==> config.mk <==
export PLATFORM = sky130hd
export DESIGN_NAME = relprime_sequencer
export DESIGN_NICKNAME = d
export VERILOG_FILES = /design/src/rtl/relprime_sequencer.sv
export SDC_FILE = /design/constraint.sdc
export NUM_CORES = 1
export LEC_CHECK = 0
export CORE_AREA = 4 4 75 77
export CTS_BUF_LIST = sky130_fd_sc_hd__clkbuf_8
export CTS_CLUSTER_DIAMETER = 120
export CTS_CLUSTER_SIZE = 40
export DETAILED_ROUTE_END_ITERATION = 7
export DIE_AREA = 0 0 79 81
export MAX_ROUTING_LAYER = met4
export PLACE_DENSITY = 0.83
export SLEW_MARGIN = 40
export SYNTH_ARGS = -nofsm -noshare
export SYNTH_HDL_FRONTEND = slang
export SYNTH_SLANG_ARGS = --single-unit
export TNS_END_PERCENT = 100
==> constraint.sdc <==
create_clock -name clk -period 5.2 [get_ports clk]
set_input_delay 1.56 -clock clk [delete_from_list [all_inputs] [get_ports clk]]
set_output_delay 1.56 -clock clk [all_outputs]
set_load 0.005 [all_outputs]
==> src/rtl/relprime_sequencer.sv <==
// ---------------------------------------------------------------------------
// relprime_sequencer
//
// Sequential front end for a subtractive GCD datapath. For an operand n it
// searches for the smallest m >= 2 with gcd(n, m) == 1 by launching one GCD
// run per candidate m. The datapath registers a0/a1 are fed back so the
// sequencer can drive the datapath control lines. The datapath loads
// a0 = n, a1 = m_o on start_o or gcd_done_o, freezes on relprime_done_o and
// otherwise subtracts the smaller register from the larger one, steered by
// compare_o.
//
// Ports
//   clk              system clock, rising edge
//   rst_n            asynchronous active-low reset
//   go_i             run request, sampled only in IDLE
//   n_i              operand n, checked when go_i is accepted
//   a0_i, a1_i       current datapath register values
//   start_o          LOAD cycle: datapath loads a0 = n, a1 = m_o
//   gcd_done_o       NEXT cycle: datapath reloads a0 = n, a1 = m_o (new m)
//   relprime_done_o  high from a successful DONE until the next accepted go_i
//   compare_o        a0_i > a1_i while running, 0 elsewhere
//   m_o              current candidate m
//   busy_o           high in LOAD / RUN / NEXT
//   done_o           one-cycle pulse at the end of a search
//   err_o            search failed (n < 2 or candidates exhausted); held
//   result_o         coprime m, 0 on error; held
// ---------------------------------------------------------------------------
module relprime_sequencer #(
  parameter int WIDTH = 16
) (
  input  logic             clk,
  input  logic             rst_n,
  input  logic             go_i,
  input  logic [WIDTH-1:0] n_i,
  input  logic [WIDTH-1:0] a0_i,
  input  logic [WIDTH-1:0] a1_i,
  output logic             start_o,
  output logic             gcd_done_o,
  output logic             relprime_done_o,
  output logic             compare_o,
  output logic [WIDTH-1:0] m_o,
  output logic             busy_o,
  output logic             done_o,
  output logic             err_o,
  output logic [WIDTH-1:0] result_o
);

  typedef enum logic [2:0] {
    S_IDLE,
    S_LOAD,
    S_RUN,
    S_NEXT,
    S_DONE
  } state_t;

  state_t           state_q, state_d;
  logic [WIDTH-1:0] m_q, m_d;
  logic [WIDTH-1:0] result_q, result_d;
  logic             err_q, err_d;
  logic             relprime_q, relprime_d;

  // The operand n itself lives in the datapath (a0 is reloaded from it), so
  // the sequencer only needs n_i at acceptance time to reject n < 2.

  // NOTE: state and every held output are flops with a full async reset;
  // non-blocking assignments keep all of them updating from the same
  // pre-edge values.
  always_ff @(posedge clk or negedge rst_n) begin
    if (!rst_n) begin
      state_q    <= S_IDLE;
      m_q        <= '0;
      result_q   <= '0;
      err_q      <= 1'b0;
      relprime_q <= 1'b0;
    end else begin
      state_q    <= state_d;
      m_q        <= m_d;
      result_q   <= result_d;
      err_q      <= err_d;
      relprime_q <= relprime_d;
    end
  end

  // NOTE: every variable gets its hold value first so no path through the
  // case statement can leave one unassigned and infer a latch.
  always_comb begin
    state_d    = state_q;
    m_d        = m_q;
    result_d   = result_q;
    err_d      = err_q;
    relprime_d = relprime_q;

    unique case (state_q)
      S_IDLE: begin
        if (go_i) begin
          m_d        = WIDTH'(2);
          result_d   = '0;
          err_d      = 1'b0;
          relprime_d = 1'b0;
          if (n_i < WIDTH'(2)) begin
            err_d   = 1'b1;
            state_d = S_DONE;
          end else begin
            state_d = S_LOAD;
          end
        end
      end

      S_LOAD: state_d = S_RUN;

      S_RUN: begin
        // Equal registers mean the GCD is in a0; this is the evaluation cycle.
        if (a0_i == a1_i) begin
          if (a0_i == WIDTH'(1)) begin
            result_d   = m_q;
            relprime_d = 1'b1;
            state_d    = S_DONE;
          end else if (m_q == '1) begin
            // Last representable candidate rejected: report instead of wrapping.
            err_d    = 1'b1;
            result_d = '0;
            state_d  = S_DONE;
          end else begin
            m_d     = m_q + WIDTH'(1);
            state_d = S_NEXT;
          end
        end
      end

      S_NEXT: state_d = S_RUN;

      S_DONE: state_d = S_IDLE;

      default: state_d = S_IDLE;
    endcase
  end

  // start_o (LOAD), gcd_done_o (NEXT) and relprime_done_o (only set from
  // DONE on, cleared on acceptance) can never overlap by construction.
  assign start_o         = (state_q == S_LOAD);
  assign gcd_done_o      = (state_q == S_NEXT);
  assign relprime_done_o = relprime_q;
  assign compare_o       = (state_q == S_RUN) && (a0_i > a1_i);
  assign m_o             = m_q;
  assign busy_o          = (state_q == S_LOAD) || (state_q == S_RUN) ||
                           (state_q == S_NEXT);
  assign done_o          = (state_q == S_DONE);
  assign err_o           = err_q;
  assign result_o        = result_q;

endmodule
## Yosys cells after proc, flatten, opt, wreduce, memory -nomap -nowiden

Index checks and enable logic that the tools add are counted.

- Order comparisons: 2
- Reduce and logical (&&, ||, !) cells: 11
- $add $sub $neg: 1
- Multiplexer cells: 26
- Equality and inequality tests: 14

Operators with widths:

| kind | number |
|---|---|
| two-way mux 16 bit | 8 |
| one-hot mux 16 bit (2 select lines) | 2 |
| adder 16 x 1 -> 16 bit, second input constant | 1 |
| == test 16 x 1 -> 1 bit, second input constant | 1 |
| == test 16 bit | 1 |
| == test 16 bit, second input constant | 1 |
| > comparator 16 bit | 1 |
| less-than comparator 16 x 2 -> 1 bit, second input constant | 1 |
| two-way mux 3 bit | 5 |
| != test 2 bit, second input constant | 6 |
| AND reduction 5 bit | 2 |
| one-hot mux 3 bit (3 select lines) | 1 |
| two-way mux 1 bit | 8 |
| AND reduction 4 bit | 2 |
| == test 3 x 2 -> 1 bit, second input constant | 2 |
| one-hot mux 1 bit (2 select lines) | 2 |
| == test 3 x 1 -> 1 bit, second input constant | 1 |
| == test 3 bit, second input constant | 1 |
| logical NOT 3 bit | 1 |
| != test 3 bit, second input constant | 1 |
| logical OR 1 bit | 2 |
| AND reduction 2 bit | 1 |
| nonzero test 2 bit | 1 |
| OR reduction 2 bit | 1 |
| logical AND 1 bit | 1 |

- Flip-flop bits (word level): 37
- Output and inout bits: 39
- Input port bits: 51

## Depth between registers and ports, before layout

Gate-level depths: netlist of run 1.

- Depth after elaboration: 5
- Gate-level depth with buffers: 9

## Least setup slack after synthesis of run 1

OpenSTA, ideal clock, no wires.

- Path kind: input -> output
- Start point: in a1_i[9]
- End point: out compare_o
- Path slack: 1.087 ns
- Required time: 3.640 ns
- Arrival: 2.553 ns
- Stages: 5
- Cells stage by stage: inv_1 -> ha_1 -> nand4_2 -> o41ai_4 -> a21oi_1

- Word-level cells in the longest chain between the ends: 2

Ends and longest elaborated chain:

| item | RTL line | text |
|---|---|---|
| start: declaration | 36 | `input logic [WIDTH-1:0] a1_i,` |
| > comparator 16 bit | 143 | `assign compare_o = (state_q == S_RUN) && (a0_i > a1_i);` |
| logical AND 1 bit | 143 |  |
| end: declaration | 40 | `output logic compare_o,` |

Every way passes these cells.

## Worst setup path in the final report of run 1

- Start point: in a1_i[1]
- End point: out compare_o

The elaborated chain is that of the path after synthesis.

==> results of run 1 <==
-- critical path: cells and delay by family --
family | cells | cell delay, ps
adder cells (fa/ha/maj) | 1 | 290
AO/OA/AOI/OAI | 5 | 600
AND/OR/NAND/NOR | 1 | 130
buffers and inverters | 3 | 770
-- synthesized netlist by cell type (2+ instances only) --
cell	instances	share of area, %
nor2_1	13	2.0
buf_2	4	0.84
a21oi_4	2	1.4
nor3b_2	2	1.0
nand2_1	50	7.8
inv_1	19	3.0
dfrtp_1	37	39
nand4_2	2	1.0
ha_1	17	8.9
nand2_2	3	0.78
nor3_1	8	1.7
o21ai_0	12	2.5
and3_1	5	1.3
nand4_1	3	0.78
and4_1	3	1.1
o21ai_2	2	0.73
a21oi_1	14	2.9
nand3_1	23	4.8
buf_4	2	0.63
and2_1	5	1.3
a31oi_1	3	0.78
nor4_1	6	1.6
o21ai_1	9	1.9
nor3_2	2	0.84
a21o_1	6	1.9
o31ai_2	2	1.0
clkbuf_1	3	0.47
o31ai_1	3	0.94
-- registers in the layout, indices dropped and copies added (netlist names) --
signal,count
result_o,16
relprime_done_o,1
m_o,16
err_o,1
state_q,3
-- report_power, final --
part	switching [mW]	internal, mW	leakage [nW]	total (mW)
Combinational	0.0310	0.0490	1.00	0.0800
Clock	0.106	0.156	0.0574	0.262
Sequential	0.000126	0.288	0.507	0.288
-- area by class of cell --
class | instances | area (um^2) | share of cell area [%]
multi-input cells | 210 | 1340 | 38.8
flip-flops and latches | 37 | 926 | 26.9
repair buffers | 91 | 902 | 26.2
well taps | 70 | 87.6 | 2.54
clock buffers | 6 | 82.6 | 2.40
inverters | 19 | 71.3 | 2.07
clock inverters | 2 | 37.5 | 1.09
-- per-stage QoR --
| step | total power, mW | worst slack, ps | cells | instance area (um^2) |
|---|---|---|---|---|
| 6_report | 0.629 | 293 | 435 | 3440 |
| 5_1_grt | 0.652 | 154 | 435 | 3440 |
| 4_1_cts | 0.631 | 275 | 435 | 3440 |
| 3_5_place_dp | 0.375 | -5.28 | 427 | 3330 |
| 3_3_place_gp | 0.372 | 18.6 | 427 | 3330 |
| 2_1_floorplan | 0.320 | 1090 | 276 | 2390 |
-- routing by layer --
metal  track usage (%)  vias up  wire length [um]
met2              36.7       49              3250
li1                  -     1150                 -
met3              3.10        6               226
met1              25.6     1112              2740
met4              5.15        0                70
met5                 -        -                 0
-- how the worst max path moves through the flow --
stage                     startpoint   endpoint  slack (ps)  depth (start not counted)
after floorplan              a1_i[9]  compare_o        1090                          5
after global placement       a1_i[1]  compare_o          20                         10
after detailed placement     a1_i[1]  compare_o          -5                         10
after CTS                    a1_i[1]  compare_o         270                         10
after global routing         a1_i[1]  compare_o         150                         10
final                        a1_i[1]  compare_o         290                         10
-- kinds of logic after synthesis --
| logic type | after synthesis |
|---|---|
| compound gates | 60 |
| fa+ha+maj | 17 |
| buf+inv | 29 |
| flops | 37 |
| simple gates | 133 |
-- timing repair --
action | CTS | global route
buffers inserted | 0 | 0
hold endpoints to repair | 0 | 0
endpoints found under the setup margin | 1 | 0
gates resized for setup | 1 | 0
==> metrics, run 1 <==
crit path cell chain=clkdlybuf4s50_1 -> inv_1 -> ha_1 -> nor2b_1 -> o211ai_1 -> a21oi_1 -> o21bai_1 -> a21o_1 -> a21oi_1 -> dlygate4sd2_1; total number of vias=approximately 2300; sequential share of the synthesized area=38.7%; Remaining DRCs=0; Synth warnings=0; WL per Instance=14.4 um; Antenna Nets Post-Route=0; number of max-cap violations=0; Die Span X=79 um; slack of the worst reg-to-reg path=a little under 3000 ps; Crit. End Element=primary output; main combinational cell family by area after synthesis=simple AND/OR/NAND/NOR gates; reg2reg start=m_o[0]$_DFFE_PN0P_; Initial Util=47.8%; I/O pin count=90; min cycle time layout=4910 ps; worst-margin pin slew=641 ps; total power per unit cell area=approximately 180 nW/um^2; final net count=~430; Rows=26; Worst EP arrival=3350 ps; Die H=roughly 81 um; synthesized-area fraction occupied by xor and xnor cells=0%; synthesized cell area=2390 um^2; R2R cell count=7; CP max FO=2; Layout area overhead=44.0%; Post-synth ARST share=100%; DP HPWL=4.91 mm; Most used DFF post-synth=dfrtp_1; CP Launch Type=input port; first-pass iteration count of the detailed router=5; commonest non-fill, non-tap cell in the layout=clkdlybuf4s50_1; Avg Inst Size Synth=8.67 um^2; crit-path most repeated cell=a21oi_1; fin util=between 60 and 70%; CTS Buf Count=5; Tot GR Track Use=21.0%; WHS Path Cells=2; largest net degree at the start of global routing=38; Worst EP required=approximately 3600 ps; Pins Over Slew Limit=0; Slowest-stage cell, CP=clkdlybuf4s50_1; Netlist cell types=44; number of synthesized flops with an enable pin=0; final setup vio count=0; GPL Wtd Cong=0.813; TNS Setup=0 ps; status=completed; skew final=between 10 and 15 ps; CTS tree=yes; vias in the first global route=2278; hold endpoint=result_o[5]$_DFFE_PN0P_; die area=6400 um^2; Clock Root Buffer=clkbuf_8; Peak VDD IR=201 uV; Pleak=1.56 nW; max incr delay on CP=470 ps; H-tree lvl count=2; most frequent cells in the layout=clkdlybuf4s50_1 (87), nand2_1 (50), dfrtp_1 (37); RR Endpoint=result_o[9]$_DFFE_PN0P_; Hold Path Origin=result_o[5]$_DFFE_PN0P_; Synth Area in Adders=between 8 and 9%; Max Freq=roughly 0.20 GHz; Syn Inst Count=276; Iteration-0 DRC Markers=136; # diodes=0; clk buf depth=2; wirelength, routed=6.28 mm; WS Path Type=input port to primary output; clock-pin transition on the worst setup and hold timing paths=70 ps; share of post-route cells with drive strength above 1=~8.8%; I/O Buffers=88; RSZ-0062 raised after global routing=false; hold buffers post-CTS=0; total core area=5010 um^2; Hold Path Class=register to register; Worst-Skew Late Latency=300 ps; max_slew headroom=a little under three fifths; initial antenna violation count=0; Vias per Instance=5.33; hold slack final=about 470 ps; first-pass GRT wire length=10.4 mm; mux contribution to synthesized area=0%; fillers=424; Clock Sinks=37; Syn Nets=344; final critical-path share of the clock period=between 90% and 100%; Final Hold Viols=0; synthesized flop and latch total=37; post-synthesis compound-gate area fraction=17.7%; total congestion overflow=0; Simple-Gate Fraction of Synth Area=around 29%
Note: power is estimated with default switching activity, not from simulation.
==> run 2: changes to the inputs <==
Settings changed: REMOVE_ABC_BUFFERS from default to 1.
==> run 2 against run 1 <==
Flip-flop and latch count is the same. Routed wire length is essentially flat. Die area is the same. Worst setup slack gained 84 ps. Sequential power is essentially flat. Clock skew shrank 6.0 ps. Final area shrank 0.87%. Total power shrank 10%. Combinational power is essentially flat. Via count grew 3.0%. Critical path type unchanged. Largest power group unchanged. Highest routed layer unchanged.
==> metrics, run 2 (synthesized netlist as in run 1, its figures left out) <==
WS Path Type=input port to primary output; most frequent cells in the layout=clkdlybuf4s50_1 (87), nand2_1 (50), dfrtp_1 (37); min cycle time layout=4820 ps (-84.0 ps); commonest non-fill, non-tap cell in the layout=clkdlybuf4s50_1; Crit. End Element=primary output; Initial Util=47.8% (unchanged); Die Span X=79 um (unchanged); Iteration-0 DRC Markers=125 (-8.1%); hold buffers post-CTS=0 (unchanged); I/O pin count=90 (unchanged); Pleak=1.56 nW (-0.29%); skew final=5.28 ps (-6.02 ps); Worst EP arrival=3260 ps (-90 ps); GRT met3 Usage=3.33% (+0.22 points); Hold Path Class=register to register; Clock Sinks=37 (unchanged); R2R cell count=7 (unchanged); Max Freq=0.207 GHz (+1.7%); worst-margin pin slew=622 ps (-18.5 ps); fillers=451 (+6.4%); CTS Buf Count=5 (unchanged); total congestion overflow=0 (unchanged); clk buf depth=2 (unchanged); met2 GRT Util=36.3% (-0.42 points); Rows=26 (unchanged); WHS Path Cells=2 (unchanged); Pins Over Slew Limit=0 (unchanged); post-cts resize count=0 (-1); RSZ-0062 raised after global routing=false; Peak VDD IR=119 uV (-41%); initial antenna violation count=0 (unchanged); Final Hold Viols=0 (unchanged); Final WS setup=377 ps (+84.0 ps); clock-pin transition on the worst setup and hold timing paths=80 ps (about the same); hold endpoint=result_o[0]$_DFFE_PN0P_; reg2reg start=m_o[0]$_DFFE_PN0P_; max_slew headroom=58.5% (+1.2 points); Die H=81 um (unchanged); net switching power=0.137 mW (+0.45%); # diodes=0 (unchanged); wirelength, routed=6.29 mm (about the same); Clk network pwr share=35.1% (-6.5 points); final setup vio count=0 (unchanged); fin area=3410 um^2 (-0.87%); Vias per Instance=5.49 (+3.0%); dpl cell area=3330 um^2 (unchanged); Comb power frac=14.1% (+1.4 points); WL per Instance=14.5 um (about the same); CTS tree=yes; TNS Setup=0 ps (unchanged); Placement Setup Slack=19.1 ps (+24.4 ps); status=completed; GPL Wtd Cong=0.791 (-2.7%); largest net degree at the start of global routing=38 (unchanged); Hold Path Origin=result_o[0]$_DFFE_PN0P_; total power per unit cell area=166 nW/um^2 (-9.2%); setup bufs post-CTS=0 (unchanged); first-pass iteration count of the detailed router=5 (unchanged); Sw Ratio=24.3% (+2.5 points); CP max FO=2 (unchanged); Int Pwr=0.429 mW (-13%); total core area=5010 um^2 (unchanged); share of post-route cells with drive strength above 1=8.77% (unchanged); slack of the worst reg-to-reg path=2960 ps (about the same); first-pass GRT wire length=10.6 mm (+1.8%); Clock Root Buffer=clkbuf_8; Antenna Nets Post-Route=0 (unchanged); final net count=432 (unchanged); die area=6400 um^2 (unchanged); number of max-cap violations=0 (unchanged); Layout area overhead=42.7%; I/O Buffers=88 (unchanged); Remaining DRCs=0 (unchanged); H-tree lvl count=2 (unchanged); Worst-Skew Late Latency=290 ps (about the same); GRT busiest layer=met2; CP Launch Type=input port; final critical-path share of the clock period=92.8% (-1.6 points); vias in the first global route=2246 (-1.4%); met1 Use GR=26.5% (+0.86 points); DP HPWL=4.85 mm (-1.2%); total number of vias=2387 (+3.0%); RR Endpoint=m_o[14]$_DFFE_PN0P_; Tot GR Track Use=21.4% (+0.47 points); Worst EP required=3640 ps (about the same); part of the power in registers=50.8% (+5.1 points)
==> run 2: routing by layer <==
metal / routed length (um) / vias up / part of all wire, %
met4: 85 / 0 / 1.4
met5: 0 / - / 0
met1: 2580 / 1137 / 41
met2: 3290 / 80 / 52
li1: - / 1162 / -
met3: 336 / 8 / 5.3
==> run 2: power by group through the flow <==
stage	clock network, mW	logic, mW	registers, mW
after floorplan	0	0.0270	0.293
after global placement	0	0.0785	0.293
after detailed placement	0	0.0809	0.293
after CTS	0.203	0.0812	0.288
after global routing	0.214	0.0888	0.288
final	0.199	0.0800	0.288
==> run 2: through the flow <==
step           hold WS, ps  total power, mW  util [%]  cells
2_1_floorplan          463            0.320         -    266
3_3_place_gp           449            0.372      66.4    427
3_5_place_dp           455            0.374      66.4    427
4_1_cts                473            0.572      68.1    435
5_1_grt                496            0.590      68.2    435
6_report               469            0.567      68.2    435
==> run 2: how the worst max path moves through the flow <==
| stage | start | to | depth (start not counted) |
|---|---|---|---|
| 2_1_floorplan | a1_i[9] | compare_o | 5 |
| 3_3_place_gp | a1_i[1] | compare_o | 10 |
| 3_5_place_dp | a1_i[1] | compare_o | 10 |
| 4_1_cts | a1_i[1] | compare_o | 10 |
| 5_1_grt | a1_i[1] | compare_o | 10 |
| 6_report | a1_i[1] | compare_o | 10 |
==> run 2: critical path: stages <==
cell             delay [ps]
clkdlybuf4s50_1         460
inv_1                    40
ha_1                    290
nor2b_1                 130
o211ai_1                 80
a21oi_1                 160
o21bai_1                100
a21o_1                  170
a21oi_1                 120
dlymetal6s2s_1          150
==> run 2: layout make-up <==
cell class              count  area (um^2)  share of cell area, %
multi-input cells         210         1340                   39.2
flip-flops and latches     37          926                   27.1
inverters                  19         71.3                   2.09
repair buffers             91          906                   26.5
clock inverters             3         17.5                  0.513
clock buffers               5         68.8                   2.02
well taps                  70         87.6                   2.57
==> run 3: changes to the inputs <==
Settings changed: TNS_END_PERCENT 100 to default.
==> results of run 3 <==
Same layout as run 2: the final DEF is identical, and so are final timing and power.
